$ cat src/rtl/spi3w_pkg.sv
`default_nettype none
// ==========================================================================
// spi3w_pkg : shared constants, state encoding and instruction builder
// Rev 1.0
// ==========================================================================
package spi3w_pkg;

  localparam int INSTR_BITS = 16;
  localparam int FRAME_BITS = 24;

  // Instruction field positions: [15] R/W, [14:13] byte count, [12:0] address
  localparam int RW_POS = 15;
  localparam int W_LSB  = 13;

  localparam logic       RW_READ    = 1'b1;
  localparam logic [1:0] W_ONE_BYTE = 2'b00;

  typedef logic [2:0] state_t;

  localparam state_t ST_IDLE  = 3'd0;
  localparam state_t ST_SETUP = 3'd1;
  localparam state_t ST_SHIFT = 3'd2;
  localparam state_t ST_HOLD  = 3'd3;
  localparam state_t ST_GAP   = 3'd4;
  localparam state_t ST_DONE  = 3'd5;

  function automatic logic [INSTR_BITS-1:0] make_instr(input logic rw,
                                                       input logic [W_LSB-1:0] addr);
    logic [INSTR_BITS-1:0] instr;
    instr                    = '0;
    instr[RW_POS]            = rw;
    instr[RW_POS-1:W_LSB]    = W_ONE_BYTE;
    instr[W_LSB-1:0]         = addr;
    return instr;
  endfunction

endpackage
`default_nettype wire

$ cat src/rtl/spi3w_half_tick.sv
`default_nettype none
// ==========================================================================
// spi3w_half_tick : loadable down-counter, one-cycle tick every H cycles
// Rev 1.0
// ==========================================================================
module spi3w_half_tick (
  input  logic        clk,
  input  logic        rst,
  input  logic        start,
  input  logic        run,
  input  logic [15:0] load_val,
  output logic        tick
);

  logic [15:0] cnt;
  logic [15:0] reload;

  // The reload value is captured on start so the divider cannot change mid-frame.
  always_ff @(posedge clk) begin
    if (rst) begin
      cnt    <= '0;
      reload <= '0;
    end else if (start) begin
      cnt    <= load_val;
      reload <= load_val;
    end else if (run) begin
      if (cnt == '0) cnt <= reload;
      else           cnt <= cnt - 16'd1;
    end
  end

  assign tick = run && (cnt == '0);

endmodule
`default_nettype wire

$ cat src/rtl/spi3w_adc_master.sv
`default_nettype none
// ==========================================================================
// spi3w_adc_master : 3-wire SPI master, 16-bit instruction + data byte frame
// Rev 1.0
// ==========================================================================
module spi3w_adc_master
  import spi3w_pkg::*;
#(
  parameter int ADDR_W     = 13,
  parameter int DATA_W     = 8,
  parameter int FRAME_BITS = spi3w_pkg::FRAME_BITS
) (
  input  logic              clk,
  input  logic              rst,
  input  logic [15:0]       clk_div_cnt,
  input  logic              cmd_read,
  input  logic              cmd_write,
  output logic              cmd_read_ack,
  output logic              cmd_write_ack,
  input  logic [ADDR_W-1:0] read_addr,
  input  logic [ADDR_W-1:0] write_addr,
  input  logic [DATA_W-1:0] write_data,
  output logic [DATA_W-1:0] read_data,
  output logic              spi_ce,
  output logic              spi_sclk,
  output logic              spi_dir,
  input  logic              spi_in,
  output logic              spi_out
);

  localparam logic [4:0] LAST_BIT   = 5'(FRAME_BITS - 1);
  localparam logic [4:0] LAST_INSTR = 5'(INSTR_BITS - 1);
  localparam logic [4:0] FIRST_DATA = 5'(INSTR_BITS);

  state_t                  state;
  logic [FRAME_BITS-1:0]   shreg;
  logic [DATA_W-1:0]       rx;
  logic [4:0]              bit_cnt;
  logic                    is_read;
  logic                    sclk;
  logic                    dir;
  logic                    accept;
  logic                    run;
  logic                    tick;

  assign accept = (state == ST_IDLE) && (cmd_write || cmd_read);
  assign run    = (state != ST_IDLE) && (state != ST_DONE);

  spi3w_half_tick u_half_tick (
    .clk      (clk),
    .rst      (rst),
    .start    (accept),
    .run      (run),
    .load_val (clk_div_cnt),
    .tick     (tick)
  );

  always_ff @(posedge clk) begin
    if (rst) begin
      state     <= ST_IDLE;
      shreg     <= '0;
      rx        <= '0;
      bit_cnt   <= '0;
      is_read   <= 1'b0;
      sclk      <= 1'b0;
      dir       <= 1'b1;
      read_data <= '0;
    end else begin
      case (state)
        ST_IDLE: begin
          bit_cnt <= '0;
          // Write has priority; a concurrent read stays pending until after the write ack.
          if (cmd_write) begin
            is_read <= 1'b0;
            shreg   <= {make_instr(~RW_READ, write_addr), write_data};
            state   <= ST_SETUP;
          end else if (cmd_read) begin
            is_read <= 1'b1;
            shreg   <= {make_instr(RW_READ, read_addr), {DATA_W{1'b0}}};
            state   <= ST_SETUP;
          end
        end
        ST_SETUP: begin
          if (tick) state <= ST_SHIFT;
        end
        ST_SHIFT: begin
          if (tick) begin
            if (!sclk) begin
              sclk <= 1'b1;
              if (is_read && (bit_cnt >= FIRST_DATA)) rx <= {rx[DATA_W-2:0], spi_in};
            end else begin
              sclk <= 1'b0;
              if (bit_cnt == LAST_BIT) begin
                state <= ST_HOLD;
              end else begin
                bit_cnt <= bit_cnt + 5'd1;
                shreg   <= {shreg[FRAME_BITS-2:0], 1'b0};
                // Turn the line around once the instruction has been clocked out.
                if (is_read && (bit_cnt == LAST_INSTR)) dir <= 1'b0;
              end
            end
          end
        end
        ST_HOLD: begin
          if (tick) begin
            state <= ST_GAP;
            dir   <= 1'b1;
          end
        end
        ST_GAP: begin
          if (tick) begin
            state <= ST_DONE;
            if (is_read) read_data <= rx;
          end
        end
        ST_DONE: state <= ST_IDLE;
        default: state <= ST_IDLE;
      endcase
    end
  end

  assign spi_ce        = !((state == ST_SETUP) || (state == ST_SHIFT) || (state == ST_HOLD));
  assign spi_sclk      = sclk;
  assign spi_dir       = dir;
  assign spi_out       = ((state == ST_SETUP) || (state == ST_SHIFT)) && dir && shreg[FRAME_BITS-1];
  assign cmd_write_ack = (state == ST_DONE) && !is_read;
  assign cmd_read_ack  = (state == ST_DONE) && is_read;

endmodule
`default_nettype wire

$ cat config.mk
export PLATFORM = sky130hd
export DESIGN_NAME = spi3w_adc_master
export DESIGN_NICKNAME = d
export VERILOG_FILES = /design/src/rtl/spi3w_pkg.sv /design/src/rtl/spi3w_half_tick.sv /design/src/rtl/spi3w_adc_master.sv
export SDC_FILE = /design/constraint.sdc
export NUM_CORES = 1
export LEC_CHECK = 0
export CAP_MARGIN = 20
export CORE_AREA = 2 2 101 103
export DETAILED_ROUTE_END_ITERATION = 10
export DIE_AREA = 0 0 103 105
export HOLD_SLACK_MARGIN = 0.02
export PLACE_DENSITY_LB_ADDON = 0.25
export RECOVER_POWER = 50
export SETUP_SLACK_MARGIN = 0.4
export SLEW_MARGIN = 25
export SYNTH_ARGS = -nofsm -noshare
export SYNTH_HDL_FRONTEND = slang
export SYNTH_HIERARCHICAL = 1
export SYNTH_SLANG_ARGS = --single-unit
$ cat constraint.sdc
create_clock -name clk -period 3.4 [get_ports clk]
set_input_delay 0.85 -clock clk [delete_from_list [all_inputs] [get_ports clk]]
set_output_delay 0.85 -clock clk [all_outputs]
set_load 0.02 [all_outputs]
# == Word level (Yosys, flattened, before mapping) ==
# Index checks and enable logic that the tools add are counted.
# word_totals
regBits,83
# classes
addsub,2
order_cmp,1
n_eq_ne,17
n_mux,31
bitwise,1
reduce_logical,29
# op_table
cell,n
$mux W24,5
$mux W16,3
$pmux W24 S2,1
$mux W3,8
$logic_not A16 Y1,1
$ne A2 B2 Y1 const B,8
$sub A16 B1 Y16 const B,1
$mux W5,3
$pmux W3 S5,1
$pmux W5 S2,1
$logic_and A1 B1 Y1,9
$mux W1,8
$reduce_and A4 Y1,2
$reduce_bool A2 Y1,4
$reduce_and A7 Y1,1
$eq A3 B2 Y1 const B,2
$eq A3 B3 Y1 const B,2
$ne A3 B3 Y1 const B,2
$reduce_and A6 Y1,1
$add A5 B1 Y5 const B,1
$eq A5 B4 Y1 const B,1
$eq A5 B5 Y1 const B,1
$ge A5 B5 Y1 const B,1
$reduce_and A5 Y1,1
other kinds (9),13

# == Longest topological paths before layout ==
# Gate-level depths: netlist of the first run.
# depth
depth_word,7
depth_mapped,11
depth_no_buf,9

# == Hierarchy ==
# Netlist of the first run, hierarchy kept.
# modules_own_cells
module,n_inst,cells_each,area_each_um2,seq_area_each_um2
spi3w_adc_master,1,292,2508.7,1021.0
spi3w_half_tick,1,210,1780.5,640.6

# == Worst setup path before layout of the first run ==
# OpenSTA, ideal clock, no wires.
# synth_timing
path_kind,in2reg
from,input cmd_write
to,register u_half_tick.reload[10]
t_arrival_ns,2.633
slack_ns,0.639
stages,8
path_buffers,4
path_cell_list,clkbuf_1 -> clkbuf_1 -> o21bai_1 -> nor2_1 -> clkbuf_1 -> clkbuf_1 -> mux2i_1 -> nor2_1
# synth_via
elab_chain_cells,2
# synth_rtl
element,line_no,rtl
"start, declared",spi3w_adc_master.sv:17,"input logic cmd_write,"
$logic_or A1 B1 Y1,spi3w_adc_master.sv:46,assign accept = (state == ST_IDLE) && (cmd_write || cmd_read);
$logic_and A1 B1 Y1,spi3w_adc_master.sv:46,
named net accept,spi3w_adc_master.sv:42,logic accept;
"end signal, assigned",spi3w_half_tick.sv:25,reload <= load_val;
"end, declared",spi3w_half_tick.sv:16,logic [15:0] reload;
# The timed path passes the listed nets, and every way through them passes these cells.
# A chain may end at the register's enable or synchronous reset.

==> metrics, run 1 <==
sequential cell area fraction in the yosys report=0.387; first-pass GRT wire length=17000 um; critical path cell sequence=clkbuf_1 > clkbuf_2 > a211o_1 > mux2i_1; Ant. Diodes=0; minimum clock period=2910 ps; clock slew at reported path FFs=90 ps; commonest non-fill, non-tap cell in the layout=dfxtp_1; Warnings, synthesis=6; Slowest-stage cell, CP=clkbuf_1; Worst slew margin=-0.257; DR vias=3955; path type of the worst setup path=in2reg; Setup crit start=rst; pin count of the biggest net entering global routing=44; Yosys top cell by area=dfxtp_1; CP endpoint kind=flip-flop; TritonRoute pass-1 iters=5; mapped cell area=0.00429 mm2; worst skew pair latency=360 ps; CTS Hold Bufs=0; antenna viol nets, final=0; Max stage delay on crit path=1330 ps; CP Launch Type=primary input; top-area cell type share of the netlist area=0.387; TritonCTS buffer count=9; dpl hpwl=6950 um; Slew @ Worst Pin=1890 ps; Hold Vio Cnt, Final=0; final setup violation count=0; worst flop-to-flop path startpoint=u_half_tick/cnt[0]$_SDFFE_PP0P_; Leak=1.95 nW; RD Place Congestion=0.872; Iteration-0 DRC Markers=149; unrepaired setup endpoints after global routing=false; IO Pins=69; CTS tree=yes; post-synth cell types=59; Min-Delay Path Class=reg2reg; number of flops mapped to enable cells by yosys=0; # DRC=0; Max Freq=0.344 GHz; IO Port Bufs=68; top cells by area, synth=dfxtp_1, mux2i_1, nor2_1; Req. time, crit path=3630 ps; H-tree levels=3; Max Clock Skew=10.3 ps; Initial Utilization=0.445; Sink Count=83; Yosys reg bits=83; Avg Inst Size Synth=8.54 um2; Synth Flop Type=dfxtp_1; vias in the first global route=3678; final WL=10300 um; full die area=0.0108 mm2; hold wc startpoint=shreg[21]$_SDFFE_PP0P_; CTS root buf=clkbuf_8; VDD IR-drop max=0.311 mV; post-layout instance count excluding filler cells=689; run status=finished, violations left; Area Growth Syn to Fin=22.3%; Site Rows=36; Synth async-reset ratio=0; clk buf depth=2; core area=0.00964 mm2; TNS Setup=0 ps; max_cap viols=1; Post-Syn Nets=561; pins over their slew limit=44; GRT Total Usage=0.191; Die W=103 um; vias per cell=5.74; Remaining Overflow, GRT=0; cts repair resizes=0; routed wire length per instance=14.9 um; CP bufs+invs=2; Worst EP arrival=3140 ps; CP delay by family, top=buffers and inverters; Max FO, Critical Path=43; final-stage net count=610; cell count after placement=673; Tcrit/Tclk final=0.855; Mapped Cells=502; Die H=105 um; failing checks=max-capacitance violations, max-slew violations; Power Density=443 mW/mm2; layout cells sized above 1=0.0773; initial antenna violation count=0; most frequent cells in the layout=dfxtp_1, clkdlybuf4s50_1, nor2_1; number of setup buffers added after CTS=0
[sequential cells by signal, indices dropped and copies added, names as in the netlist]
name and flops:
read_data 8, spi_sclk 1, u_half_tick/reload 16, rx 8
shreg 24, spi_dir 1, state 3, bit_cnt 5
is_read 1, u_half_tick/cnt 16
[cell type report]
cell class	count	area, um2
clock buffers	10	138
clock inverters	6	51.3
fillers	942	4390
inverters	5	18.8
multi-input cells	371	2450
flip-flops and latches	83	1660
well taps	133	166
repair buffers	81	763
[layer usage]
metal / global-route usage / vias to the layer above / part of all wire
met5: 0 / - / 0
met4: 0.0611 / 0 / 0.011
met3: 0.0375 / 13 / 0.055
met2: 0.305 / 108 / 0.48
met1: 0.258 / 1868 / 0.45
li1: - / 1966 / -
[worst reg2reg max path: stages, from the launching register on]
cell and delay, ps:
dfxtp_1 350, inv_1 130, ha_1 210, nor4b_1 340, nand4_1 190, nor2_1 210, buf_4 180, nand2_1 130
nor4_4 550, mux2i_1 280, nor2_1 50
[power breakdown]
part | switching (W) | internal, W
Sequential | 0.0000697 | 0.00104
Clock | 0.000382 | 0.000292
Combinational | 0.000284 | 0.000259
Total | 0.000736 | 0.00159
[synth_stat cells, drive strengths merged, types with 5 or more instances]
master   count
dfxtp       83
o2111ai     12
a21o         6
mux2i       47
clkbuf      35
and3         9
nor2        51
nor3        10
a22oi       11
o21ai       29
o31ai        7
a21oi       35
nand2b       5
a311oi       7
inv          5
o22ai        8
nand2       31
or3          7
nand4        7
buf          8
nand3       19
nor3b        7
[logic make-up after synthesis]
family                     share of synthesized area
adders and majority gates                     0.0117
xor gates and xnor gates                      0.0123
buffers and inverters                         0.0446
muxes                                          0.110
and+or+nand+nor                                0.214
AOI/OAI and AO/OA                              0.220
DFF                                            0.387
[final timing paths]
kind                                  to  slack, ps  depth (start not counted)
hold reg to reg   shreg[22]$_SDFFE_PP0P_        480                          2
hold / removal    shreg[22]$_SDFFE_PP0P_        480                          2
setup reg to reg      rx[2]$_SDFFE_PP0P_        620                         10
setup / recovery  shreg[20]$_SDFFE_PP0P_        490                          4
[metrics by stage]
stage,util,area [um2],setup WS [ps],hold WS [ps],total power [W]
final,0.544,5250,492,478,0.00233
after global routing,0.544,5250,284,502,0.00245
after CTS,0.545,5260,505,476,0.00234
after detailed placement,0.526,5070,631,461,0.00167
after global placement,0.526,5070,680,457,0.00166
after floorplan,-,4290,639,447,0.00150
Power figures use the tool's default switching activity.
==> inputs of run 2 (changes only) <==
--- a/config.mk
+++ b/config.mk
@@ -5,6 +5,7 @@
 export SDC_FILE = /design/constraint.sdc
 export NUM_CORES = 1
 export LEC_CHECK = 0
+export ABC_CLOCK_PERIOD_IN_PS = 3400
 export CAP_MARGIN = 20
 export CORE_AREA = 2 2 101 103
 export DETAILED_ROUTE_END_ITERATION = 10
==> results of run 2 <==
Final layout, timing and power as in run 1 (identical DEF).
==> inputs of run 3 (changes only) <==
--- a/config.mk
+++ b/config.mk
@@ -7,9 +7,9 @@
 export LEC_CHECK = 0
 export ABC_CLOCK_PERIOD_IN_PS = 3400
 export CAP_MARGIN = 20
-export CORE_AREA = 2 2 101 103
+export CORE_AREA = 2 2 93 112
 export DETAILED_ROUTE_END_ITERATION = 10
-export DIE_AREA = 0 0 103 105
+export DIE_AREA = 0 0 95 114
 export HOLD_SLACK_MARGIN = 0.02
 export PLACE_DENSITY_LB_ADDON = 0.25
 export RECOVER_POWER = 50
==> run 3 against run 2 <==
Compared with the run above: the flow now finishes without violations; clock power increased by 33%; global-route usage increased by 0.73 points; clock skew decreased by 4.4 ps; flip-flop and latch count unchanged; count of clock-buffer cells in the layout increased by 2; first-iteration DRC count increased by 33%; final area increased by 1.7%; cell count decreased by 0.87%; non-clock buffer count increased by 3; wire length increased by 1.6%; largest power group unchanged; highest routed layer unchanged.
==> metrics, run 3 (synthesis gave the netlist of run 1 again) <==
run status=complete, no violations; Site Rows=40; unrepaired setup endpoints after global routing=false; full die area=0.0108 mm2; commonest non-fill, non-tap cell in the layout=dfxtp_1; Ant. Diodes=0; Max FO, Critical Path=7; Leak=2.00 nW; vias per cell=5.77; CTS Hold Bufs=0; Power Density=479 mW/mm2; pin count of the biggest net entering global routing=59; TritonCTS buffer count=9; IO Pins=69; Iteration-0 DRC Markers=198; H-tree levels=3; Largest Register=shreg; Worst EP arrival=3150 ps; vias in the first global route=3741; final-stage net count=613; IO Port Bufs=68; final setup violation count=0; core area=0.00986 mm2; TritonRoute pass-1 iters=4; dpl ws=584 ps; routed wire length per instance=15.3 um; post-layout instance count excluding filler cells=683; Sink Count=83; Remaining Overflow, GRT=0; CP Launch Type=flip-flop; worst skew pair latency=340 ps; Slowest-stage cell, CP=nor4_1; max_cap viols=0; final WL=10500 um; clk buf depth=2; Hold Vio Cnt, Final=0; TNS Setup=0 ps; most frequent cells in the layout=dfxtp_1, clkdlybuf4s50_1, mux2i_1, nor2_1, a21oi_1; GRT Total Usage=0.199; CP bufs+invs=2; dpl hpwl=7120 um; DR vias=3940; CP endpoint kind=flip-flop; CTS root buf=clkbuf_16; Reg2Reg Setup Slack=450 ps; Max Clock Skew=5.92 ps; Slew @ Worst Pin=967 ps; first-pass GRT wire length=17300 um; Max Freq=0.338 GHz; Area Growth Syn to Fin=24.4%; final setup margin=446 ps; layout cells sized above 1=0.0736; clock slew at reported path FFs=60 ps; Initial Utilization=0.435; largest registers=shreg: 24 flops, u_half_tick/cnt: 16 flops, u_half_tick/reload: 16 flops; Worst slew margin=0.349; RD Place Congestion=0.829; CTS tree=yes; VDD IR-drop max=0.304 mV; pins over their slew limit=0; initial antenna violation count=0; Tcrit/Tclk final=0.869; Largest register FFs=24; Min-Delay Path Class=reg2reg; Max stage delay on crit path=850 ps; CP delay by family, top=simple AND/OR/NAND/NOR gates; path type of the worst setup path=reg2reg; critical path cell sequence=nor4_1 > nand4_1 > nor2_1 > buf_4 > nand2_1 > nor4_4 > buf_4 > mux2i_1 > nor2_1; minimum clock period=2950 ps; antenna viol nets, final=0; Die H=114 um; cell count after placement=668; Die W=95 um; Req. time, crit path=3600 ps; # DRC=0
run 3: power breakdown:
group          internal, W  switching (W)
clock             0.000525       0.000374
combinational     0.000259       0.000288
sequential         0.00104      0.0000662
total              0.00183       0.000728
run 3: area by class of cell:
| class | instances | area, um2 |
|---|---|---|
| sequential | 83 | 1660 |
| multi-input combinational | 371 | 2440 |
| inverter | 5 | 18.8 |
| timing repair buffer | 84 | 786 |
| fill | 936 | 4520 |
| tap | 126 | 158 |
| clock inverter | 2 | 12.5 |
| clock buffer | 12 | 256 |
run 3: worst min-delay path, delay by kind of cell, from the launching register on:
family          cells  cell delay [ps]
simple gates        1               60
compound gates      1               60
flops               1              310
run 3: worst paths after layout:
| kind | from | to | depth (start not counted) |
|---|---|---|---|
| max | u_half_tick/cnt[4]$_SDFFE_PP0P_ | rx[4]$_SDFFE_PP0P_ | 9 |
| min | u_half_tick/reload[15]$_SDFFE_PP0P_ | u_half_tick/reload[15]$_SDFFE_PP0P_ | 2 |
| max reg2reg | u_half_tick/cnt[4]$_SDFFE_PP0P_ | rx[4]$_SDFFE_PP0P_ | 9 |
| min reg2reg | u_half_tick/reload[15]$_SDFFE_PP0P_ | u_half_tick/reload[15]$_SDFFE_PP0P_ | 2 |
run 3: per-layer routing:
metal / global-route usage / share of wire / routed length, um
met1: 0.249 / 0.45 / 4730
met2: 0.331 / 0.48 / 4980
met3: 0.0291 / 0.049 / 509
met4: 0.0966 / 0.023 / 245
met5: 0 / 0 / 0
run 3: timing repair:
item / CTS / global route
setup buffers: 0 / 1
endpoints found under the setup margin: 0 / 16
resized for setup: 0 / 2
run 3: metrics by stage:
stage	hold WS (ps)	total power, W	util	instance area [um2]
global placement	461	0.00166	0.514	5070
global route	488	0.00269	0.541	5340
finish	474	0.00255	0.541	5340
floorplan	447	0.00150	-	4290
CTS	474	0.00258	0.542	5340
detailed placement	463	0.00167	0.514	5070
